--- config.mk ---
export PLATFORM = sky130hd
export DESIGN_NAME = ic_result_collector_flat
export DESIGN_NICKNAME = d
export VERILOG_FILES = /design/src/rtl/ic_result_if.sv /design/src/rtl/ic_result_collector.sv /design/src/flat_wrapper.sv
export SDC_FILE = /design/constraint.sdc
export NUM_CORES = 1
export LEC_CHECK = 0
export BUFFER_PORTS_ARGS = -buffer_cell sky130_fd_sc_hd__buf_2
export CORE_UTILIZATION = 49
export DETAILED_ROUTE_END_ITERATION = 8
export GPL_ROUTABILITY_DRIVEN = 0
export PLACE_DENSITY = 0.73
export SLEW_MARGIN = 10
export SYNTH_ARGS = -nofsm -noshare
export SYNTH_HDL_FRONTEND = slang
export SYNTH_SLANG_ARGS = --single-unit
--- constraint.sdc ---
create_clock -name clk -period 19.31 [get_ports clk]
set_clock_uncertainty 0.05 [all_clocks]
set_input_delay 1.931 -clock clk [delete_from_list [all_inputs] [get_ports clk]]
set_output_delay 1.931 -clock clk [all_outputs]
set_load 0.1 [all_outputs]
--- src/rtl/ic_result_if.sv ---
// Ray-intersection result collector bus.
// The in_* side carries per-triangle intersection results; the out_* side
// presents the closest-hit record of each completed ray.
// With IC_STATS_EN defined, ray_count and hit_count statistics are added.
interface ic_result_if #(
    parameter int IDX_W = 16
);
    logic             in_valid;
    logic             in_last;
    logic [31:0]      in_sid;
    logic             in_hit;
    logic [31:0]      in_t;
    logic [95:0]      in_point;
    logic [95:0]      in_norm;

    logic             out_valid;
    logic             out_ready;
    logic [31:0]      out_sid;
    logic             out_hit;
    logic [31:0]      out_t;
    logic [95:0]      out_point;
    logic [95:0]      out_norm;
    logic [IDX_W-1:0] out_tri_idx;
    logic             overflow;
`ifdef IC_STATS_EN
    logic [31:0]      ray_count;
    logic [31:0]      hit_count;
`endif

    // Collector side
    modport slave (
        input  in_valid, in_last, in_sid, in_hit, in_t, in_point, in_norm, out_ready,
        output out_valid, out_sid, out_hit, out_t, out_point, out_norm, out_tri_idx, overflow
`ifdef IC_STATS_EN
        , output ray_count, hit_count
`endif
    );

    // Producer / consumer side
    modport master (
        output in_valid, in_last, in_sid, in_hit, in_t, in_point, in_norm, out_ready,
        input  out_valid, out_sid, out_hit, out_t, out_point, out_norm, out_tri_idx, overflow
`ifdef IC_STATS_EN
        , input ray_count, hit_count
`endif
    );
endinterface

--- src/rtl/ic_result_collector.sv ---
// Closest-hit collector: folds the per-triangle results of one ray into a
// single best record and queues completed rays in a small result FIFO.
// Optional feature macro IC_STATS_EN adds ray_count / hit_count outputs.
module ic_result_collector #(
    parameter int FIFO_DEPTH = 2,
    parameter int IDX_W      = 16
) (
    input  logic       clk,
    input  logic       rst,
    ic_result_if.slave bus
);
    localparam int PTR_W = (FIFO_DEPTH > 1) ? $clog2(FIFO_DEPTH) : 1;
    localparam logic [PTR_W:0] DEPTH_C = (PTR_W+1)'(FIFO_DEPTH);

    typedef struct packed {
        logic [31:0]      sid;
        logic             hit;
        logic [31:0]      t;
        logic [95:0]      point;
        logic [95:0]      norm;
        logic [IDX_W-1:0] idx;
    } rec_t;

    typedef enum logic {IDLE, ACCUM} state_t;

    state_t           state_reg;
    rec_t             best_reg;
    rec_t             best_next;
    logic [IDX_W-1:0] idx_reg;
    logic [IDX_W-1:0] cur_idx;
    logic             first;
    logic             qualifies;
    logic             better;

    rec_t             mem [FIFO_DEPTH];
    logic [PTR_W-1:0] wr_ptr_reg;
    logic [PTR_W-1:0] rd_ptr_reg;
    logic [PTR_W:0]   count_reg;
    logic             overflow_reg;
    logic             push;
    logic             pop;
    logic             full;
    logic             accept;
    rec_t             head;
    logic             head_valid;

    // Qualify the incoming hit and fold it into the running best; a new ray
    // starts from a cleared record so misses leave all data fields at zero.
    always_comb begin
        first     = (state_reg == IDLE);
        qualifies = bus.in_hit && !bus.in_t[31] && (bus.in_t != 32'd0) &&
                    (bus.in_t[30:23] != 8'hFF);
        cur_idx   = first ? '0 : idx_reg + {{(IDX_W-1){1'b0}}, 1'b1};
        better    = qualifies && (first || !best_reg.hit || (bus.in_t < best_reg.t));
        best_next = best_reg;
        if (first) begin
            best_next     = '0;
            best_next.sid = bus.in_sid;
        end
        if (better) begin
            best_next.hit   = 1'b1;
            best_next.t     = bus.in_t;
            best_next.point = bus.in_point;
            best_next.norm  = bus.in_norm;
            best_next.idx   = cur_idx;
        end
    end

    assign push   = bus.in_valid && bus.in_last;
    assign pop    = (count_reg != '0) && bus.out_ready;
    assign full   = (count_reg == DEPTH_C);
    assign accept = push && (!full || pop);

    // Ray FSM: tracks whether the next result opens a new ray and holds the best record.
    always_ff @(posedge clk or posedge rst) begin
        if (rst) begin
            state_reg <= IDLE;
            best_reg  <= '0;
            idx_reg   <= '0;
        end else if (bus.in_valid) begin
            best_reg  <= best_next;
            idx_reg   <= cur_idx;
            state_reg <= bus.in_last ? IDLE : ACCUM;
        end
    end

    // Result storage; contents need no reset because the head is masked while empty.
    always_ff @(posedge clk) begin
        if (accept) begin
            mem[wr_ptr_reg] <= best_next;
        end
    end

    // FIFO pointers, occupancy and sticky overflow on a dropped ray.
    always_ff @(posedge clk or posedge rst) begin
        if (rst) begin
            wr_ptr_reg   <= '0;
            rd_ptr_reg   <= '0;
            count_reg    <= '0;
            overflow_reg <= 1'b0;
        end else begin
            if (accept) begin
                wr_ptr_reg <= wr_ptr_reg + 1'b1;
            end
            if (pop) begin
                rd_ptr_reg <= rd_ptr_reg + 1'b1;
            end
            if (accept && !pop) begin
                count_reg <= count_reg + 1'b1;
            end else if (!accept && pop) begin
                count_reg <= count_reg - 1'b1;
            end
            if (push && !accept) begin
                overflow_reg <= 1'b1;
            end
        end
    end

    assign head_valid      = (count_reg != '0);
    assign head            = head_valid ? mem[rd_ptr_reg] : '0;
    assign bus.out_valid   = head_valid;
    assign bus.out_sid     = head.sid;
    assign bus.out_hit     = head.hit;
    assign bus.out_t       = head.t;
    assign bus.out_point   = head.point;
    assign bus.out_norm    = head.norm;
    assign bus.out_tri_idx = head.idx;
    assign bus.overflow    = overflow_reg;

`ifdef IC_STATS_EN
    logic [31:0] ray_count_reg;
    logic [31:0] hit_count_reg;

    // Completion statistics, counting dropped rays as well.
    always_ff @(posedge clk or posedge rst) begin
        if (rst) begin
            ray_count_reg <= '0;
            hit_count_reg <= '0;
        end else if (push) begin
            ray_count_reg <= ray_count_reg + 32'd1;
            if (best_next.hit) begin
                hit_count_reg <= hit_count_reg + 32'd1;
            end
        end
    end

    assign bus.ray_count = ray_count_reg;
    assign bus.hit_count = hit_count_reg;
`endif
endmodule

--- src/flat_wrapper.sv ---
// flat-port wrapper written by rule: the top's interface ports become plain ports
module ic_result_collector_flat 
#(
    parameter int FIFO_DEPTH = 2,
    parameter int IDX_W      = 16
)
  (clk, rst, bus_in_valid, bus_in_last, bus_in_sid, bus_in_hit, bus_in_t, bus_in_point, bus_in_norm, bus_out_ready, bus_out_valid, bus_out_sid, bus_out_hit, bus_out_t, bus_out_point, bus_out_norm, bus_out_tri_idx, bus_overflow);
  ic_result_if #(.IDX_W(IDX_W)) bus_i ();
  input  logic clk;
  input  logic rst;
  input wire logic [$bits(bus_i.in_valid)-1:0] bus_in_valid;
  input wire logic [$bits(bus_i.in_last)-1:0] bus_in_last;
  input wire logic [$bits(bus_i.in_sid)-1:0] bus_in_sid;
  input wire logic [$bits(bus_i.in_hit)-1:0] bus_in_hit;
  input wire logic [$bits(bus_i.in_t)-1:0] bus_in_t;
  input wire logic [$bits(bus_i.in_point)-1:0] bus_in_point;
  input wire logic [$bits(bus_i.in_norm)-1:0] bus_in_norm;
  input wire logic [$bits(bus_i.out_ready)-1:0] bus_out_ready;
  output wire logic [$bits(bus_i.out_valid)-1:0] bus_out_valid;
  output wire logic [$bits(bus_i.out_sid)-1:0] bus_out_sid;
  output wire logic [$bits(bus_i.out_hit)-1:0] bus_out_hit;
  output wire logic [$bits(bus_i.out_t)-1:0] bus_out_t;
  output wire logic [$bits(bus_i.out_point)-1:0] bus_out_point;
  output wire logic [$bits(bus_i.out_norm)-1:0] bus_out_norm;
  output wire logic [$bits(bus_i.out_tri_idx)-1:0] bus_out_tri_idx;
  output wire logic [$bits(bus_i.overflow)-1:0] bus_overflow;
  assign bus_i.in_valid = bus_in_valid;
  assign bus_i.in_last = bus_in_last;
  assign bus_i.in_sid = bus_in_sid;
  assign bus_i.in_hit = bus_in_hit;
  assign bus_i.in_t = bus_in_t;
  assign bus_i.in_point = bus_in_point;
  assign bus_i.in_norm = bus_in_norm;
  assign bus_i.out_ready = bus_out_ready;
  assign bus_out_valid = bus_i.out_valid;
  assign bus_out_sid = bus_i.out_sid;
  assign bus_out_hit = bus_i.out_hit;
  assign bus_out_t = bus_i.out_t;
  assign bus_out_point = bus_i.out_point;
  assign bus_out_norm = bus_i.out_norm;
  assign bus_out_tri_idx = bus_i.out_tri_idx;
  assign bus_overflow = bus_i.overflow;
  ic_result_collector #(.FIFO_DEPTH(FIFO_DEPTH), .IDX_W(IDX_W)) u_core (.clk(clk), .rst(rst), .bus(bus_i));
endmodule
# ---- Word level (Yosys, flattened, before mapping)
# Memory sizes are Yosys's and may differ from the RTL's.
# Cells that the tools add are included.
dict set report word_totals {
  regBits 295
  elab_cells 52
  out_inout_bits 275
  n_memories 1
  mem_bits_rw 546
  inputBits 262
}
dict set report op_classes {
  bitwise 1
  eq_ne 2
  n_lt_le_gt_ge 1
  reduce_logical 21
  mux 9
  add_sub_neg 5
}
# name depth width read_ports rd_clocked_by_memory_dff write_ports line_no
set mem_list {}
lappend mem_list {u_core.mem 2 273 1 0 1 ic_result_collector.sv:35} ;# rec_t mem [FIFO_DEPTH];
# operator count
set op_table {}
lappend op_table {{$mux W273} 2}
lappend op_table {{$mux W241} 1}
lappend op_table {{$lt A32 B32 Y1} 1}
lappend op_table {{$reduce_bool A32 Y1} 1}
lappend op_table {{$add A16 B1 Y16 const B} 1}
lappend op_table {{$mux W16} 1}
lappend op_table {{$logic_and A1 B1 Y1} 10}
lappend op_table {{$ne A8 B8 Y1 const B} 1}
lappend op_table {{$logic_not A1 Y1} 5}
lappend op_table {{$mux W2} 2}
lappend op_table {{$reduce_bool A2 Y1} 2}
lappend op_table {{$logic_or A1 B1 Y1} 3}
lappend op_table {{$mux W1} 3}
lappend op_table {{$add A1 B1 Y1 const B} 2}
lappend op_table {{$add A2 B1 Y2 const B} 1}
lappend op_table {{$eq A2 B2 Y1 const B} 1}
lappend op_table {{$sub A2 B1 Y2 const B} 1}
lappend op_table {{$not A1 Y1} 1}

# ---- Longest topological paths before layout
# Gate-level depths: netlist (run 1).
dict set report logic_depth {
  depth_word 8
  mapped_depth 12
}

# ---- Worst setup path after synthesis (run 1)
# OpenSTA, ideal clock, no wires.
dict set report synth_timing {
  path_type {input-to-reg}
  from {in bus_in_valid}
  to {mem u_core.mem[0][0] (netlist bit), enable pin}
  setup_ns 1.244
  path_slack_ns -2.562
  cell_stages 3
  arrival_ns 20.578
  n_path_buf 1
  required_ns 18.016
  cell_sequence {clkbuf_1 > nand2_1 > nor3_1}
}
dict set report synth_between {
  elab_chain_len 4
}
# element line_no
set synth_rtl {}
lappend synth_rtl {{start: declaration} flat_wrapper.sv:11} ;# input wire logic [$bits(bus_i.in_valid)-1:0] bus_in_valid;
lappend synth_rtl {{$logic_and A1 B1 Y1} ic_result_collector.sv:69} ;# assign push = bus.in_valid && bus.in_last;
lappend synth_rtl {{$logic_and A1 B1 Y1} ic_result_collector.sv:72} ;# assign accept = push && (!full || pop);
lappend synth_rtl {{$mux W1} ic_result_collector.sv:89} ;# if (accept) begin
lappend synth_rtl {{$mux W1 (implied by the code)} ic_result_collector.sv:90} ;# mem[wr_ptr_reg] <= best_next;
lappend synth_rtl {{end: declaration} ic_result_collector.sv:35}
# No other way between the ends.

# ---- Final worst setup path (run 1)
dict set report layout_timing {
  from {reg u_core.rd_ptr_reg}
  to {out bus_out_norm[45]}
}
dict set report layout_between {
  elab_chain_len 2
}
# element line_no
set layout_rtl {}
lappend layout_rtl {{start: declaration} ic_result_collector.sv:37} ;# logic [PTR_W-1:0] rd_ptr_reg;
lappend layout_rtl {{start signal: assignment} ic_result_collector.sv:106} ;# rd_ptr_reg <= rd_ptr_reg + 1'b1;
lappend layout_rtl {{$mem_v2 Z2 W273} n/a}
lappend layout_rtl {{$mux W273} ic_result_collector.sv:120} ;# assign head = head_valid ? mem[rd_ptr_reg] : '0;
lappend layout_rtl {{end: declaration} flat_wrapper.sv:24} ;# output wire logic [$bits(bus_i.out_norm)-1:0] bus_out_norm;
# No other way between the ends.

==> impl_metrics.csv, run 1 <==
group,metric,value,unit
clock_tree,cts_tree,"yes",
floorplanning,die_width,271,um
yosys,yosysTopAreaCell,"edfxtp_1",
clock_tree,cts.sinks,841,
floorplanning,die_h,271,um
yosys,postSynthCellCount,2501,
yosys,synth-seq-area-share,67.3,%
finish,largest_reg_flops,546,
sta,fmax,0.151,GHz
finish,finalNonFillerCells,3998,
clock_tree,h-tree-depth,3,
yosys,ys_types,45,
yosys,synth_adder_area_share,1.17,%
clock_tree,cts_made_buffers,85,
global_routing,grt_use_total,23.5,%
yosys,ys_ff_latch,841,
critical_path,cp-start-kind,"register",
route,routed_wl,88300,um
global_routing,grt_pass1_vias,23700,
floorplanning,pin_count,537,
yosys,synthTopCellsByArea,"edfxtp_1, dfrtp_1, mux2i_1",
yosys,synth_compound_area_share,13.5,%
critical_path,worst_ep_required_time,17330,ps
global_routing,grt_max_degree,161,
sta,rsz0062_at_grt,"no",
route,final_antenna_net_count,0,
route,num_vias,23300,
critical_path,path_max_fanout,61,
global_routing,overflow,0,
finish,syn2layout_area_growth,18.0,%
finish,postLayoutCellArea,41700,um2
critical_path,setup.worst_path.class,"reg2out",
clock_tree,cts_setup_buffers,0,
finish,final_cell_mix,"edfxtp_1, buf_2, nor2_1",
route,first_pass_iters,5,
route,drc,0,
min_path,hold_class,"reg2reg",
sta,fin_crit,6600,ps
critical_path,end_kind,"output port",
floorplanning,initial_core_util,49.5,%
sta,setup_violations,0,
finish,nets,3241,
finish,multi_input_area,10600,um2
placed_design,dp.final_hpwl,54000,um
placed_design,port_buffers,536,
finish,regArea,23800,um2
yosys,synth_simple_gate_area_share,5.73,%
yosys,synth_area,35300,um2
clock_tree,clockRootBuffer,"clkbuf_16",
route,drt-vias-per-instance,5.84,
floorplanning,row_count,98,
placed_design,placed_cells,3808,
clock_tree,ctsHoldBuffers,0,
yosys,ys_warn_count,0,
finish,nFillCells,5645,
run_status,status,"completed",
yosys,synth.area.mux_share,8.98,%
clock_tree,cts_resized,0,
sta,fin_crit_sh,34.2,%
global_routing,grt_pass1_wl,135000,um
route,drt_iter0_drc,1925,
clock_tree,cts_max_path_buffers,3,
sta,report.final.hold_viol_count,0,
critical_path,crit_arrival,4620,ps
clock_tree,worstSkewPairLatency,630,ps
yosys,synth_top_area_share,46.4,%
global_routing,antenna_found_initial,29,
yosys,syn_nets,2796,
sta,slew_headroom,20.3,%
placed_design,placed_cell_area,38700,um2
yosys,synth-xor-area-share,0.471,%
finish,layout_commonest_cell,"edfxtp_1",
run,maxCapViolCount,0,
sta,whs,423,ps
sta,tightest_slew,1200,ps
sta,setup-tns-final,0,ps
floorplanning,fp.dieArea,73200,um2
finish,drive_gt1_share,24.9,%
yosys,synth_top_family_by_area,"compound AO/OA/AOI/OAI gates",
route,wl_per_cell,22.1,um
clock_tree,clk_pin_slew,60,ps
yosys,syn_area_per_cell,14.1,um2
sta,slew_viol_final,0,
floorplanning,core-area,71400,um2
-- stage by stage --
stage               setup slack, ps  utilization [%]
finish                        12710             58.4
global route                  12510             58.4
CTS                           12690             58.3
detailed placement            12380             54.2
global placement              12530             54.2
floorplan                      5840                -
-- final cells by class --
class                           instances  area share, %
Sequential cell                       841           57.0
Multi-Input combinational cell       1409           25.4
Timing Repair Buffer                  568           7.11
Clock buffer                          109           5.61
Tap cell                              950           2.85
Clock inverter                         51           1.43
Inverter                               41          0.387
Antenna cell                           29          0.174
-- final timing paths --
kind                                                  start  depth (start not counted)                                to  slack (ps)
min in group asynchronous                               rst                          2  u_core.best_reg[156]$_DFFE_PP0P_        1450
min reg2reg                 u_core.bus.overflow$_DFFE_PP0P_                          1   u_core.bus.overflow$_DFFE_PP0P_         420
min                         u_core.bus.overflow$_DFFE_PP0P_                          1   u_core.bus.overflow$_DFFE_PP0P_         420
max reg2reg                u_core.best_reg[210]$_DFFE_PP0P_                         11      u_core.mem[0][161]$_DFFE_PP_       13860
max                           u_core.rd_ptr_reg$_DFFE_PP0P_                          5                  bus_out_norm[45]       12710
max in group asynchronous                               rst                          4     u_core.rd_ptr_reg$_DFFE_PP0P_       15590
-- synth_stat cells (all sizes together) --
| cell | count |
|---|---|
| and2 | 6 |
| o2bb2ai | 10 |
| a31o | 6 |
| a21boi | 1 |
| o41ai | 1 |
| o31ai | 5 |
| nor3 | 5 |
| o221ai | 1 |
| xnor2 | 6 |
| o21ai | 19 |
| nand3 | 6 |
| a22o | 262 |
| o22ai | 2 |
| or3 | 1 |
| and3 | 3 |
| edfxtp | 546 |
| mux2i | 281 |
| dfrtp | 295 |
| clkbuf | 126 |
| o211ai | 3 |
| a32o | 192 |
| nor4 | 8 |
| ha | 33 |
| inv | 41 |
| a21oi | 15 |
| a31oi | 1 |
| a21o | 6 |
| or2 | 3 |
| nand2 | 62 |
| a211oi | 9 |
| nor2 | 399 |
| buf | 84 |
| nand4 | 11 |
| mux2 | 32 |
| and4 | 2 |
| a211o | 1 |
| a221oi | 1 |
| nor2b | 2 |
| xor2 | 13 |
| nor3b | 1 |
-- cell families after synthesis --
| logic type | after synthesis |
|---|---|
| flops | 841 |
| compound gates | 535 |
| simple gates | 509 |
| mux | 313 |
| buf+inv | 251 |
| fa+ha+maj | 33 |
| xor+xnor | 19 |
-- layer usage --
metal | wire length [um] | global-route usage, % | part of all wire [%]
met5 | 21 | 0 | 0.024
met4 | 3980 | 12.5 | 4.5
met3 | 5480 | 4.16 | 6.2
met2 | 44100 | 39.2 | 50
met1 | 34800 | 29.2 | 39
-- critical path: stages (launching register included) --
cell	delay, ps
dfrtp_4	1120
buf_4	800
buf_4	940
mux2i_1	260
nor2_1	230
buf_2	470
Power of run 1 is left out: the tool's default activity adds up to more than one toggle a clock period on the data nets, which glitch-free logic cannot reach.
==> run 2, diff against run 1 <==
--- a/config.mk
+++ b/config.mk
@@ -9,7 +9,7 @@
 export CORE_UTILIZATION = 49
 export DETAILED_ROUTE_END_ITERATION = 8
 export GPL_ROUTABILITY_DRIVEN = 0
-export PLACE_DENSITY = 0.73
+export PLACE_DENSITY = 0.7
 export SLEW_MARGIN = 10
 export SYNTH_ARGS = -nofsm -noshare
 export SYNTH_HDL_FRONTEND = slang
==> constraint.sdc (replaced) <==
create_clock -name clk -period 6.85 [get_ports clk]
set_clock_uncertainty 0.05 [all_clocks]
set_input_delay 0.685 -clock clk [delete_from_list [all_inputs] [get_ports clk]]
set_output_delay 0.685 -clock clk [all_outputs]
set_load 0.1 [all_outputs]
==> run 2 against run 1 <==
Net effect:
- worst hold slack worse by 240 ps
- via count up 0.27%
- worst setup slack worse by 9900 ps
- register-to-register slack worse by 11000 ps
- first-iteration DRC count up 4.6%
- critical endpoint is now bus_out_point[45]
- critical path depth down 1
- non-clock buffer count down 10
- largest cell class unchanged
- sequential share of layout area about the same
- clock-buffer cell count up 18
- sequential cell count unchanged
==> impl_metrics.csv, run 2 (same netlist as run 1, synthesis figures left out) <==
group,metric,value,unit
run_status,status,"completed",
floorplanning,initial_core_util,49.5,%
route,final_antenna_net_count,0,
sta,rsz0062_at_grt,"no",
global_routing,grt_util_met3,4.50,%
clock_tree,cts_resized,0,
clock_tree,cts_made_buffers,89,
floorplanning,die_width,271,um
placed_design,port_buffers,536,
finish,syn2layout_area_growth,18.1,%
route,num_vias,23400,
global_routing,grt_use_total,23.5,%
sta,slew_headroom,0.455,%
floorplanning,pin_count,537,
clock_tree,h-tree-depth,3,
sta,report.final.hold_viol_count,0,
route,drc,0,
sta,slew_viol_final,0,
clock_tree,clockRootBuffer,"clkbuf_16",
route,drt_iter0_drc,2014,
floorplanning,fp.dieArea,73200,um2
floorplanning,die_h,271,um
clock_tree,cts_max_path_buffers,3,
global_routing,antenna_found_initial,26,
critical_path,worst_ep_required_time,6110,ps
global_routing,grt_use_met1,29.3,%
route,first_pass_iters,8,
sta,tightest_slew,1490,ps
global_routing,grt_pass1_wl,135000,um
run,maxCapViolCount,0,
sta,fmax,0.247,GHz
clock_tree,cts_tree,"yes",
critical_path,end_kind,"output port",
clock_tree,ctsHoldBuffers,0,
finish,postLayoutCellArea,41700,um2
finish,largest_reg_flops,546,
critical_path,cp-start-kind,"register",
clock_tree,clk_pin_slew,60,ps
global_routing,overflow,0,
finish,layout_commonest_cell,"edfxtp_1",
floorplanning,row_count,98,
sta,setup_violations,0,
route,drt-vias-per-instance,5.86,
global_routing,grt_util_met2,38.5,%
sta,fin_crit_sh,59.1,%
finish,nFillCells,5657,
clock_tree,cts_setup_buffers,0,
global_routing,grt_max_degree,233,
sta,fin_crit,4050,ps
min_path,hold_class,"in2async",
critical_path,path_max_fanout,85,
finish,drive_gt1_share,24.6,%
placed_design,dp.final_hpwl,51300,um
placed_design,placed_cell_area,38800,um2
floorplanning,core-area,71400,um2
route,wl_per_cell,22.2,um
critical_path,setup.worst_path.class,"reg2out",
global_routing,grt_pass1_vias,23500,
global_routing,busiest_layer,"met2",
critical_path,crit_arrival,3320,ps
sta,setup-tns-final,0,ps
clock_tree,worstSkewPairLatency,630,ps
finish,nets,3235,
clock_tree,cts.sinks,841,
finish,final_cell_mix,"edfxtp_1, buf_2, nor2_1",
route,routed_wl,88500,um
==> run 2: cell types whose count changed in the layout (fill, tap and decap cells not counted), moves of 5 or more <==
cell / change
buf_4: -22
buf_12: +13
clkbuf_1: +10
clkbuf_8: +6
clkinvlp_4: +5
bufinv_16: -6
clkinv_2: -7
==> run 2: final cells by class <==
class / instances / area, um2 / share of cell area (%)
timing repair buffer: 558 / 3030 / 7.27
clock inverter: 39 / 382 / 0.915
sequential: 841 / 23800 / 57.0
tap: 950 / 1190 / 2.85
multi-input combinational: 1409 / 10600 / 25.4
clock buffer: 127 / 2510 / 6.02
antenna: 27 / 67.6 / 0.162
inverter: 41 / 158 / 0.378
==> run 2: worst paths after layout <==
kind / start / endpoint / slack (ps) / depth (start not counted)
setup / recovery: u_core.rd_ptr_reg$_DFFE_PP0P_ / bus_out_point[45] / 2800 / 4
hold / removal: rst / u_core.best_reg[265]$_DFFE_PP0P_ / 180 / 2
setup reg to reg: u_core.best_reg[215]$_DFFE_PP0P_ / u_core.mem[1][37]$_DFFE_PP_ / 2910 / 9
hold reg to reg: u_core.best_reg[154]$_DFFE_PP0P_ / u_core.best_reg[154]$_DFFE_PP0P_ / 440 / 1
max in group asynchronous: rst / u_core.best_reg[69]$_DFFE_PP0P_ / 5150 / 3
min in group clk: bus_in_last / u_core.state_reg$_DFFE_PP0P_ / 240 / 2
==> run 2: stage by stage <==
| step | setup WS, ps | util [%] | cells | hold WS, ps |
|---|---|---|---|---|
| final | 2800 | 58.5 | 3992 | 180 |
| after detailed placement | 2750 | 54.3 | 3799 | 414 |
| after CTS | 2710 | 58.4 | 3965 | 179 |
| after global routing | 2660 | 58.5 | 3988 | 221 |
| after floorplan | -981 | - | 2501 | 406 |
| after global placement | 2790 | 54.3 | 3799 | 407 |
==> run 2: routing by layer <==
metal,up-vias,share of wire [%]
li1,10500,-
met1,11800,40
met4,2,4.6
met2,888,49
met3,201,6.2
met5,-,0.015
==> run 2: worst max-delay path, stage by stage (launching register included) <==
cell,delay (ps)
dfrtp_4,1090
buf_12,560
mux2i_1,160
nor2_1,230
buf_2,480
Power of run 2 is left out for the same reason.
